$ cat config.mk
export PLATFORM = sky130hd
export DESIGN_NAME = rr_decoder_arbiter
export DESIGN_NICKNAME = d
export VERILOG_FILES = /design/src/rtl/rr_decoder_arbiter.sv
export SDC_FILE = /design/constraint.sdc
export NUM_CORES = 1
export LEC_CHECK = 0
export ABC_AREA = 1
export BUFFER_PORTS_ARGS = -buffer_cell sky130_fd_sc_hd__buf_2
export CORE_MARGIN = 1.5
export CORE_UTILIZATION = 61
export DETAILED_ROUTE_END_ITERATION = 10
export GPL_TIMING_DRIVEN = 0
export PLACE_DENSITY = 0.84
export SYNTH_ARGS = -nofsm -noshare
export SYNTH_HDL_FRONTEND = slang
export SYNTH_SLANG_ARGS = --single-unit
$ cat constraint.sdc
create_clock -name clk -period 5 [get_ports clk]
set_input_delay 1.25 -clock clk [delete_from_list [all_inputs] [get_ports clk]]
set_output_delay 1.25 -clock clk [all_outputs]
set_load 0.005 [all_outputs]
$ cat src/rtl/rr_decoder_arbiter.sv
// Round-robin arbiter sharing one 2-to-4 enabled decoder between four requesters.
// Drives the decoder select (Upper/Lower/Enable) plus a matching one-hot Grant.
module rr_decoder_arbiter #(
    parameter int          UUID     = 0,
    parameter string       NAME     = "",
    parameter int unsigned MAX_HOLD = 8
) (
    input  logic       clk,
    input  logic       rst,
    input  logic [3:0] Req,
    output logic       Upper,
    output logic       Lower,
    output logic       Enable,
    output logic [3:0] Grant,
    output logic       Busy
);

    localparam int unsigned N  = 4;
    localparam int unsigned IW = 2;
    localparam int unsigned CW = 8;

    // Last hold count before a forced rotation; unused when MAX_HOLD is 0.
    localparam logic [CW-1:0] HOLD_LAST = CW'((MAX_HOLD == 0) ? 0 : (MAX_HOLD - 1));
    localparam logic          HOLD_EN   = (MAX_HOLD != 0);

    typedef enum logic {
        S_IDLE  = 1'b0,
        S_GRANT = 1'b1
    } state_t;

    state_t          state, state_nxt;
    logic [IW-1:0]   idx, idx_nxt;
    logic [IW-1:0]   ptr, ptr_nxt;
    logic [CW-1:0]   hold_cnt, cnt_nxt;
    logic [N-1:0]    others_c;
    logic [N-1:0]    pick_src_c;
    logic [IW-1:0]   win_c;
    logic            at_limit_c;
    logic            en_nxt;
    logic [N-1:0]    grant_nxt;

    // Identification parameters carry no logic; fold them into a dead signal.
    logic unused_params_c;
    assign unused_params_c = ^{32'(UUID), 1'(NAME == "")};

    // First requester at or after start, scanning upward modulo N.
    function automatic logic [IW-1:0] rr_pick(input logic [N-1:0] reqs,
                                              input logic [IW-1:0] start);
        logic [IW-1:0] win;
        logic [IW-1:0] cand;
        win = start;
        for (int s = N - 1; s >= 0; s--) begin
            cand = start + IW'(s);
            if (reqs[cand]) win = cand;
        end
        return win;
    endfunction

    // Winner selection: a still-requesting owner is excluded (timeout pick).
    always_comb begin
        others_c   = Req & ~(N'(1) << idx);
        pick_src_c = ((state == S_GRANT) && Req[idx]) ? others_c : Req;
        win_c      = rr_pick(pick_src_c, ptr);
        at_limit_c = HOLD_EN && (hold_cnt == HOLD_LAST);
    end

    // Next-state and next-output logic.
    always_comb begin
        state_nxt = state;
        idx_nxt   = idx;
        ptr_nxt   = ptr;
        cnt_nxt   = hold_cnt;
        case (state)
            S_IDLE: begin
                if (|Req) begin
                    state_nxt = S_GRANT;
                    idx_nxt   = win_c;
                    ptr_nxt   = win_c + IW'(1);
                    cnt_nxt   = '0;
                end
            end
            S_GRANT: begin
                if (!Req[idx]) begin
                    cnt_nxt = '0;
                    if (|Req) begin
                        idx_nxt = win_c;
                        ptr_nxt = win_c + IW'(1);
                    end else begin
                        state_nxt = S_IDLE;
                    end
                end else if (at_limit_c && (|others_c)) begin
                    idx_nxt = win_c;
                    ptr_nxt = win_c + IW'(1);
                    cnt_nxt = '0;
                end else if (at_limit_c) begin
                    cnt_nxt = '0;
                end else if (hold_cnt != '1) begin
                    cnt_nxt = hold_cnt + CW'(1);
                end
            end
            default: state_nxt = S_IDLE;
        endcase
        en_nxt    = (state_nxt == S_GRANT);
        grant_nxt = en_nxt ? (N'(1) << idx_nxt) : '0;
    end

    // Arbiter state registers.
    always_ff @(posedge clk or negedge rst) begin
        if (!rst) begin
            state    <= S_IDLE;
            idx      <= '0;
            ptr      <= '0;
            hold_cnt <= '0;
        end else begin
            state    <= state_nxt;
            idx      <= idx_nxt;
            ptr      <= ptr_nxt;
            hold_cnt <= cnt_nxt;
        end
    end

    // Registered decoder select and grant outputs, all updated on the same edge.
    always_ff @(posedge clk or negedge rst) begin
        if (!rst) begin
            Upper  <= 1'b0;
            Lower  <= 1'b0;
            Enable <= 1'b0;
            Busy   <= 1'b0;
            Grant  <= '0;
        end else begin
            Upper  <= idx_nxt[1];
            Lower  <= idx_nxt[0];
            Enable <= en_nxt;
            Busy   <= en_nxt;
            Grant  <= grant_nxt;
        end
    end

endmodule
# After elaboration in Yosys (flattened, before gate mapping)
# Index checks and enable logic that the tools add are counted.
# classes
addsub,5
n_lt_le_gt_ge,5
eq_ne,5
n_shift,2
mux,33
bitwise,3
reduce_logical,5
# op_table
cell,n
$mux 8,5
$mux 2,10
$pmux 8 s2,1
$lt 2x3->1 const B,5
$bmux 1 s2,5
$add 8x1->8 const B,1
$eq 8x3->1 const B,1
$mux 4,2
$ne 8x8->1 const B,1
$pmux 2 s2,2
$reduce_or 4->1,2
$shl 1x2->4 const A,2
$mux 1,7
$ne 5x3->1 const B,1
$add 2x1->2 const B,2
$add 2x2->2 const B,2
$and 4x4->4,1
$not 4->4,1
$ne 3x2->1 const B,1
$logic_and 1x1->1,2
$ne 2x2->1 const B,1
$pmux 1 s2,1
$reduce_and 2->1,1
$not 1->1,1
# word_totals
reg_bits,19
in_bits,6
output_inout_bits,8

# Longest topological paths before layout
# Gate-level depths: netlist of run 1.
# logic_depth
depth_word,15
ltp_mapped,16

# Worst setup path after synthesis of run 1
# No wires, ideal clock.
# synth_path
path_kind,input -> register
from,input Req[1]
to,register Grant[1]
t_arrival_ps,2278
setup_slack_ps,2651
stages,15
n_path_buf,0
path_cell_list,inv_1 > o21bai_2 > nand2_1 > nand3_1 > nand2_1 > inv_2 > nand2_1 > nand2_1 > nand2_1 > nand2_2 > nand3_1 > nand3_2 > nand2_2 > nand2_1 > nor2_1
# synth_via
elab_chain_len,15
# synth_rtl
item,line,text
from (decl),10,"input logic [3:0] Req,"
$bmux 1 s2,"62, 83",
$mux 1 (implied by the code),"62, 83",
$logic_and 1x1->1,62,pick_src_c = ((state == S_GRANT) && Req[idx]) ? others_c : Req;
$mux 4,62,
$bmux 1 s2,54,if (reqs[cand]) win = cand;
$mux 1 (implied by the code),54,
$mux 2 (4 in series),54,
$mux 2 (on tied branches),"75, 85, 91",
$mux 2,83,if (!Req[idx]) begin
$pmux 2 s2 *,73,case (state)
via idx_nxt[0],32,"logic [IW-1:0] idx, idx_nxt;"
$shl 1x2->4 *,104,grant_nxt = en_nxt ? (N'(1) << idx_nxt) : '0;
$mux 4 *,104,
via grant_nxt[1],40,logic [N-1:0] grant_nxt;
to (signal assigned),135,Grant <= grant_nxt;
to (decl),14,"output logic [3:0] Grant,"
# Mark *: on every way through the listed nets, which the timed path passes. The rest lies on a longest branch. The select of a mux whose other input is x is not followed.
# A chain may end at the register's enable or synchronous reset.

# Final worst setup path of run 1
# Same ends and word-level chain as after synthesis.

==> out/summary.txt, run 1 <==
outcome -> completed
master cell of the clock root buffer -> sky130_fd_sc_hd__clkbuf_4
routed via count -> 1118
via-per-instance ratio -> 5.40
die footprint -> 2260 µm²
Detailed Place HPWL -> 2010 µm
core outline area -> 1800 µm²
leakage dissipation -> 0.660 nW
Num CTS Buffers -> 3
total count of max-transition violations in the final report -> 0
Post-CTS Resized -> 0
worst max-slew margin expressed relative to the limit -> 64.0%
global-route wire length before repair -> 3910 µm
category of the worst setup path capture point -> register
Clock Skews -> 11.8 ps
Mapped Area -> 1210 µm²
Max Fclk -> 0.417 GHz
most frequent standard cell in the layout excluding fill and tap cells -> sky130_fd_sc_hd__nand2_1
clk slew on worst S/H paths -> 100 ps
cell count of the worst reg-to-reg path -> 13
Routed wire per std cell -> 12.2 µm
count of endpoints failing setup in the final report -> 0
transition at the pin with the smallest max-transition slack -> 535 ps
ratio of total power to cell area -> 618 nW/µm²
pin count of the biggest net entering global routing -> 18
nets in the synthesized netlist -> 172
Critical Path Source Type -> primary input
fraction of final layout cells sized beyond drive strength 1 -> 29.7%
utilization after layout -> 74.0%
number of register bits inferred by synthesis -> 17
total routing resource utilization after global routing -> 24.6%
Filler Cells Inserted -> 143
number of warnings issued by yosys -> 0
Detail Route Antenna Nets -> 0
Storage cell area -> 425 µm²
clk_lat worst skew -> 290 ps
critical setup path kind -> in -> reg
area grow syn2layout -> 10.2%
hold bufs inserted after CTS -> 0
initial antenna violation count -> 0
cells taking the most area after synthesis -> sky130_fd_sc_hd__dfrtp_1, sky130_fd_sc_hd__nand2_1, sky130_fd_sc_hd__nand3_1
# port buffers -> 13
number of top-level pins -> 14
setup repair after global routing missed its margin -> false
remaining global-route overflow -> 0
width of the chip -> 47.5 µm
Final Net Count -> 190
clock tree from TritonCTS -> yes
Row Count -> 15
Req. time, crit path -> 5220 ps
most frequent cells in the layout -> sky130_fd_sc_hd__nand2_1, sky130_fd_sc_hd__inv_1, sky130_fd_sc_hd__dfrtp_1, sky130_fd_sc_hd__nand3_1, sky130_fd_sc_hd__nor2_1
minimum clock period after layout -> 2400 ps
number of detailed-routing iterations run before antenna repair -> 4
n_diodes -> 0
share of the yosys chip area belonging to registers -> 35.2%
setup TNS -> 0 ps
drt total wl -> 2530 µm
cell taking the most area after synthesis -> sky130_fd_sc_hd__dfrtp_1
vias in the first global route -> 972
Final Hold Viols -> 0
top-area cell type share of the netlist area -> 35.2%
Worst Hold Slack -> 556 ps
largest buffer count on any clock path -> 2
Crit path arrival time -> 2620 ps
Hold Path Class -> reg -> reg
post-CTS setup buffers -> 0
cell depth of the worst min-delay path -> 2
number of clock sinks -> 17
Peak VDD IR -> 0.000474 V
initial standard-cell utilization of the core -> 67.1%
worst-path maximum fanout -> 4
multi-input gate area in the final layout -> 652 µm²
post-layout total power -> 823 µW
max-capacitance violation count -> 0
Remaining DRCs -> 0
final weighted congestion in routability-driven placement -> 0.878
Tcrit/Tclk final -> 47.9%
Die Y -> 47.5 µm
distinct cell type count after synthesis -> 27
Avg Cell Area, Syn -> 7.33 µm²
Cells after Synth -> 165
# H-tree levels -> 1
drt initial violations -> 26
flip-flops by register name, summed over array words and instances, names as in the netlist:
register  cells
Busy          1
Grant         4
idx           1
hold_cnt      8
ptr           2
Upper         1
cells by family (layout without fill, tap and decap cells):
| logic type | Yosys count | count (layout) | share of synthesized area (%) |
|---|---|---|---|
| buf+inv | 31 | 48 | 10.9 |
| xor+xnor | 1 | 1 | 1.35 |
| fa+ha+maj | 1 | 1 | 1.04 |
| flops | 17 | 17 | 35.2 |
| simple gates | 91 | 91 | 38.4 |
| compound gates | 24 | 24 | 13.1 |
area by class of cell:
cell class | count | share of cell area, %
plain buffers | 3 | 1.97
multi-input cells | 117 | 48.9
well taps | 25 | 2.35
repair buffers | 13 | 4.88
clock inverters | 1 | 0.376
inverters | 28 | 7.89
clock buffers | 3 | 1.69
flip-flops and latches | 17 | 31.9
synthesized netlist by cell type (all sizes together):
| library cell | number |
|---|---|
| dfrtp | 17 |
| o21ai | 13 |
| nor4 | 2 |
| a22o | 2 |
| o21a | 1 |
| nor2 | 18 |
| or2 | 1 |
| nor3 | 3 |
| o21bai | 1 |
| ha | 1 |
| nand3 | 22 |
| nand4 | 3 |
| nand2 | 42 |
| buf | 3 |
| inv | 28 |
| a21oi | 6 |
| a22oi | 1 |
| xor2 | 1 |
power breakdown:
| part | internal, mW | switching [mW] | leakage (nW) |
|---|---|---|---|
| combinational | 0.195 | 0.348 | 0.423 |
| sequential | 0.180 | 0.0277 | 0.219 |
| clock | 0.0298 | 0.0431 | 0.0177 |
| total | 0.404 | 0.419 | 0.660 |
worst max-delay path, stage by stage:
cell and delay, ps:
sky130_fd_sc_hd__buf_2 110, sky130_fd_sc_hd__inv_1 50, sky130_fd_sc_hd__o21bai_2 190, sky130_fd_sc_hd__nand2_1 90
sky130_fd_sc_hd__nand3_1 100, sky130_fd_sc_hd__nand2_1 90, sky130_fd_sc_hd__inv_2 30, sky130_fd_sc_hd__nand2_1 40
sky130_fd_sc_hd__nand2_1 80, sky130_fd_sc_hd__nand2_1 80, sky130_fd_sc_hd__nand2_2 80, sky130_fd_sc_hd__nand3_2 80
sky130_fd_sc_hd__nand3_2 90, sky130_fd_sc_hd__nand2_2 90, sky130_fd_sc_hd__nand2_1 70, sky130_fd_sc_hd__nor2_1 90
per-layer routing:
layer  part of all wire, %  track usage [%]  routed length, µm  up-vias
li1                      -                -                  -      567
met1                    46             32.8               1170      523
met2                    49             40.3               1240       24
met3                   3.8             6.04                 97        4
met4                  0.95             6.11                 24        0
met5                     0                0                  0        -
stage by stage:
step / std cells / cell area, µm² / worst slack [ps]
floorplan: 165 / 1210 / 2650
global placement: 203 / 1310 / 2380
detailed placement: 203 / 1310 / 2290
CTS: 207 / 1330 / 2600
global route: 207 / 1330 / 2480
finish: 207 / 1330 / 2600
path summary, 6_finish.rpt:
kind	startpoint	endpoint	slack [ps]
min in group asynchronous	rst	hold_cnt[7]	870
worst max-delay path	Req[1]	Grant[1]	2600
max in group asynchronous	rst	Busy	3830
worst max register to register	hold_cnt[0]	hold_cnt[1]	3040
worst min register to register	hold_cnt[2]	hold_cnt[2]	560
worst min-delay path	hold_cnt[2]	hold_cnt[2]	560
Note: power is estimated with default switching activity, not from simulation.
==> run 2: changes to the inputs <==
--- a/config.mk
+++ b/config.mk
@@ -8,10 +8,10 @@
 export ABC_AREA = 1
 export BUFFER_PORTS_ARGS = -buffer_cell sky130_fd_sc_hd__buf_2
 export CORE_MARGIN = 1.5
-export CORE_UTILIZATION = 61
+export CORE_UTILIZATION = 57
 export DETAILED_ROUTE_END_ITERATION = 10
 export GPL_TIMING_DRIVEN = 0
-export PLACE_DENSITY = 0.84
+export PLACE_DENSITY = 0.79
 export SYNTH_ARGS = -nofsm -noshare
 export SYNTH_HDL_FRONTEND = slang
 export SYNTH_SLANG_ARGS = --single-unit
==> constraint.sdc (replaced) <==
create_clock -name clk -period 2.5 [get_ports clk]
set_input_delay 0.625 -clock clk [delete_from_list [all_inputs] [get_ports clk]]
set_output_delay 0.625 -clock clk [all_outputs]
set_load 0.005 [all_outputs]
==> out/summary.txt, run 2 (synthesized netlist as in run 1, its figures left out) <==
cell breakdown of the critical path -> inv_2 -> nand2_2 -> o21ai_1 -> nand2_1 -> nand3_1 -> nand2_1 -> inv_2 -> nand2_1 -> nand2_1 -> nand2_1 -> nand2_2 -> nand3_2 -> nand3_2 -> nand2_2 -> nand2_1 -> nor2_1
largest buffer count on any clock path -> 2
clk_lat worst skew -> 300 ps
final std cells w/o fill -> 209
Crit path arrival time -> 2100 ps
cell type with the highest occurrence count on the critical path -> sky130_fd_sc_hd__nand2_1
category of the worst setup path capture point -> register
Max Fclk -> 0.522 GHz
transition at the pin with the smallest max-transition slack -> 554 ps
total count of max-transition violations in the final report -> 0
count of endpoints failing setup in the final report -> 0
clock tree from TritonCTS -> yes
area grow syn2layout -> 10.5%
Routed wire per std cell -> 12.2 µm
width of the chip -> 49.1 µm
core outline area -> 1980 µm²
pin count of the biggest net entering global routing -> 18
sequential cell fraction of total power -> 25.1%
net load switching power -> 850 µW
setup TNS -> 0 ps
Peak VDD IR -> 0.00101 V
master cell of the clock root buffer -> sky130_fd_sc_hd__clkbuf_4
Die Y -> 49.1 µm
Critical Path Source Type -> register
outcome -> completed
total routing resource utilization after global routing -> 23.7%
number of top-level pins -> 14
Post-CTS Resized -> 0
Worst Hold Slack -> 230 ps
clock share of power -> 9.1%
cell count after placement -> 205
Num CTS Buffers -> 3
worst-path maximum fanout -> 4
Remaining DRCs -> 0
worst path bufs/invs -> 2
Hold Path Class -> in -> async
cell family with the largest share of critical-path delay -> simple AND/OR/NAND/NOR gates
vias in the first global route -> 1066
Req. time, crit path -> 2680 ps
Clock Skews -> 4.81 ps
ratio of total power to cell area -> 1240 nW/µm²
routed via count -> 1143
global-route wire length before repair -> 4420 µm
fraction of final layout cells sized beyond drive strength 1 -> 29.7%
initial antenna violation count -> 0
Final Net Count -> 190
Final Hold Viols -> 0
Detail Route Antenna Nets -> 0
Crit path largest cell delay -> 440 ps
# port buffers -> 13
n_diodes -> 0
most frequent standard cell in the layout excluding fill and tap cells -> sky130_fd_sc_hd__nand2_1
utilization after layout -> 67.4%
leakage dissipation -> 0.660 nW
critical setup path kind -> reg -> reg
setup repair after global routing missed its margin -> false
drt initial violations -> 38
drt total wl -> 2550 µm
worst max-slew margin expressed relative to the limit -> 62.7%
number of flip-flops under the largest register name -> 8
initial standard-cell utilization of the core -> 61.0%
number of detailed-routing iterations run before antenna repair -> 4
Tcrit/Tclk final -> 76.7%
crit path from -> Upper
Detailed Place HPWL -> 2010 µm
source of the worst register-to-register timing path -> Upper
hold bufs inserted after CTS -> 0
net switching fraction of the power -> 51.3%
# H-tree levels -> 1
biggest registers after layout -> hold_cnt (8), Grant (4), ptr (2)
post-CTS setup buffers -> 0
register containing the most flip-flops in the final layout -> hold_cnt
max-capacitance violation count -> 0
clk slew on worst S/H paths -> 100 ps
final weighted congestion in routability-driven placement -> 0.920
minimum clock period after layout -> 1920 ps
internal power -> 808 µW
combinational power share -> 65.9%
number of clock sinks -> 17
die footprint -> 2410 µm²
remaining global-route overflow -> 0
most frequent cells in the layout -> sky130_fd_sc_hd__nand2_1, sky130_fd_sc_hd__inv_1, sky130_fd_sc_hd__dfrtp_1, sky130_fd_sc_hd__nand3_1, sky130_fd_sc_hd__nor2_1
via-per-instance ratio -> 5.47
Row Count -> 16
Worst path slowest cell -> sky130_fd_sc_hd__dfrtp_1
run 2: cell counts in the layout (fill, tap and decap cells not counted):
Identical to the previous run, type by type.
run 2: area by class of cell:
class	count	area [µm²]
plain buffers	3	26.3
clock buffers	3	22.5
clock inverters	1	5.00
fillers	164	647
inverters	28	105
multi-input cells	117	652
flip-flops and latches	17	425
well taps	27	33.8
repair buffers	13	65.1
run 2: final timing paths:
| check | endpoint | slack, ps | cells after the start |
|---|---|---|---|
| max in group asynchronous | Grant[1] | 1990 | 1 |
| setup / recovery | Grant[1] | 580 | 16 |
| setup reg to reg | Grant[1] | 580 | 16 |
| hold reg to reg | hold_cnt[2] | 560 | 2 |
| min in group clk | hold_cnt[2] | 560 | 2 |
| hold / removal | hold_cnt[6] | 230 | 1 |
run 2: worst reg2reg max path, cell delays in order (launching register included):
cell and delay (ps):
sky130_fd_sc_hd__dfrtp_1 440, sky130_fd_sc_hd__inv_2 120, sky130_fd_sc_hd__nand2_2 70, sky130_fd_sc_hd__o21ai_1 180
sky130_fd_sc_hd__nand2_1 110, sky130_fd_sc_hd__nand3_1 100, sky130_fd_sc_hd__nand2_1 70, sky130_fd_sc_hd__inv_2 40
sky130_fd_sc_hd__nand2_1 40, sky130_fd_sc_hd__nand2_1 90, sky130_fd_sc_hd__nand2_1 70, sky130_fd_sc_hd__nand2_2 90
sky130_fd_sc_hd__nand3_2 80, sky130_fd_sc_hd__nand3_2 80, sky130_fd_sc_hd__nand2_2 70, sky130_fd_sc_hd__nand2_1 90
sky130_fd_sc_hd__nor2_1 60
run 2: through the flow:
step / cell area (µm²) / setup WS, ps / total power, mW
3_5_place_dp: 1310 / 444 / 1.50
2_1_floorplan: 1210 / 776 / 1.27
3_3_place_gp: 1310 / 494 / 1.44
5_1_grt: 1340 / 353 / 1.85
6_report: 1340 / 583 / 1.66
4_1_cts: 1340 / 586 / 1.66
run 2: power groups by stage:
stage | Sequential [mW] | Combinational, mW | Clock, mW
2_1_floorplan | 0.418 | 0.852 | 0
3_3_place_gp | 0.420 | 1.02 | 0
3_5_place_dp | 0.423 | 1.08 | 0
4_1_cts | 0.418 | 1.09 | 0.153
5_1_grt | 0.426 | 1.26 | 0.165
6_report | 0.416 | 1.09 | 0.150
run 2: metal layers:
metal  GRT usage, %  wire length [µm]  vias up
li1               -                 -      566
met1           29.6              1080      529
met2           42.7              1280       46
met3           5.21               187        2
met4           3.33                 4        0
met5              0                 0        -
==> run 3: changes to the inputs <==
==> constraint.sdc (replaced) <==
create_clock -name clk -period 1.8 [get_ports clk]
set_input_delay 0.45 -clock clk [delete_from_list [all_inputs] [get_ports clk]]
set_output_delay 0.45 -clock clk [all_outputs]
set_load 0.005 [all_outputs]
==> out/summary.txt, run 3 (synthesized netlist as in run 1, its figures left out) <==
Detail Route Antenna Nets -> 0
worst path setup slack after routing -> -128 ps
Filler Cells Inserted -> 85
drt initial violations -> 73
Crit path arrival time -> 2190 ps
worst max-slew margin expressed relative to the limit -> 55.6%
Die Y -> 49.1 µm
# port buffers -> 13
number of flip-flops under the largest register name -> 8
cell breakdown of the critical path -> buf_6 -> nand2_4 -> o21ai_4 -> nand2_2 -> nand3_2 -> nand2_1 -> nand2_2 -> nand2_4 -> nand2_4 -> nand2_4 -> nand3_2 -> nand3_2 -> nand2_2 -> nand2_2 -> nor2_1
Req. time, crit path -> 2060 ps
Crit path largest cell delay -> 470 ps
largest buffer count on any clock path -> 2
instance area at placement -> 1310 µm²
total count of max-transition violations in the final report -> 0
Critical Path Source Type -> register
minimum clock period after layout -> 1930 ps
width of the chip -> 49.1 µm
initial antenna violation count -> 0
register containing the most flip-flops in the final layout -> hold_cnt
fraction of final layout cells sized beyond drive strength 1 -> 59.4%
Worst Hold Slack -> 37.1 ps
ratio of total power to cell area -> 1970 nW/µm²
Final Net Count -> 210
Row Count -> 16
Tcrit/Tclk final -> 107%
clock tree from TritonCTS -> yes
n_diodes -> 0
outcome -> complete, but fails checks
transition at the pin with the smallest max-transition slack -> 661 ps
setup TNS -> -1160 ps
routed via count -> 1354
final weighted congestion in routability-driven placement -> 0.920
max-capacitance violation count -> 0
die footprint -> 2410 µm²
leakage dissipation -> 0.839 nW
total routing resource utilization after global routing -> 25.9%
clk_lat worst skew -> 320 ps
via-per-instance ratio -> 5.91
post-layout total power -> 3.51 mW
drt total wl -> 4270 µm
number of clock sinks -> 17
Hold Path Class -> in -> async
critical setup path kind -> reg -> reg
Detailed Place HPWL -> 2010 µm
Routed wire per std cell -> 18.6 µm
Max Fclk -> 0.519 GHz
number of detailed-routing iterations run before antenna repair -> 4
remaining global-route overflow -> 0
clk slew on worst S/H paths -> 100 ps
biggest registers after layout -> hold_cnt (8), Grant (4), ptr (2)
Num CTS Buffers -> 3
most frequent standard cell in the layout excluding fill and tap cells -> sky130_fd_sc_hd__buf_4
worst slack at placement -> -85.6 ps
master cell of the clock root buffer -> sky130_fd_sc_hd__clkbuf_4
Remaining DRCs -> 0
# H-tree levels -> 1
Clock Skews -> 1.59 ps
category of the worst setup path capture point -> register
Peak VDD IR -> 0.00243 V
Worst path slowest cell -> sky130_fd_sc_hd__dfrtp_2
initial standard-cell utilization of the core -> 61.0%
worst-path maximum fanout -> 4
core outline area -> 1980 µm²
vias in the first global route -> 1147
count of endpoints failing setup in the final report -> 15
area grow syn2layout -> 47.0%
violations in the final reports -> negative setup slack
most frequent cells in the layout -> sky130_fd_sc_hd__buf_4, sky130_fd_sc_hd__nand2_1, sky130_fd_sc_hd__nand2_2, sky130_fd_sc_hd__inv_1, sky130_fd_sc_hd__dfrtp_1
global-route wire length before repair -> 4760 µm
pin count of the biggest net entering global routing -> 18
Final Hold Viols -> 0
number of top-level pins -> 14
setup repair after global routing missed its margin -> true
design area -> 1780 µm²
run 3: metal layers:
layer	up-vias	share of wire, %	track usage (%)
li1	613	-	-
met1	651	41	29.6
met2	70	48	49.5
met3	20	6.8	5.52
met4	0	4.4	4.76
met5	-	0	0
run 3: power by group:
part / switching [mW] / leakage [nW] / internal, mW
registers: 0.121 / 0.216 / 0.504
logic: 1.63 / 0.605 / 1.02
clock network: 0.141 / 0.0177 / 0.0835
run 3: layout make-up:
type | count | area, µm² | area share, %
multi-input combinational | 117 | 917 | 51.6
timing repair buffer | 33 | 223 | 12.5
buffer | 3 | 30.0 | 1.69
inverter | 28 | 116 | 6.55
sequential | 17 | 429 | 24.2
clock buffer | 3 | 22.5 | 1.27
tap | 27 | 33.8 | 1.90
clock inverter | 1 | 5.00 | 0.282
run 3: stage by stage:
stage | utilization (%) | std cells
after floorplan | - | 165
after global placement | 66.0 | 205
after detailed placement | 66.0 | 205
after CTS | 72.5 | 217
after global routing | 89.6 | 229
final | 89.6 | 229
run 3: final timing paths:
check / slack [ps] / startpoint / cells past startpoint / endpoint
worst max-delay path: -130 / Upper / 15 / Grant[3]
worst min-delay path: 40 / rst / 1 / hold_cnt[6]
worst max register to register: -130 / Upper / 15 / Grant[3]
worst min register to register: 580 / hold_cnt[1] / 2 / hold_cnt[1]
max in group asynchronous: 1460 / rst / 1 / Upper
min in group clk: 530 / Req[1] / 3 / Busy
run 3: worst max-delay path: cells and delay by family, from the launching register on:
| kind | cells | cell delay (ps) |
|---|---|---|
| simple gates | 13 | 1050 |
| flops | 1 | 470 |
| compound gates | 1 | 200 |
| buf+inv | 1 | 130 |
run 3: timing repair:
| item | 4_1_cts | 5_1_grt |
|---|---|---|
| setup buffers | 8 | 11 |
| pin swaps | 7 | 28 |
| cloned | 0 | 1 |
| hold endpoints to repair | 0 | 0 |
| endpoints found under the setup margin | 13 | 16 |
| hold buffers | 0 | 0 |
| resized for setup | 13 | 63 |
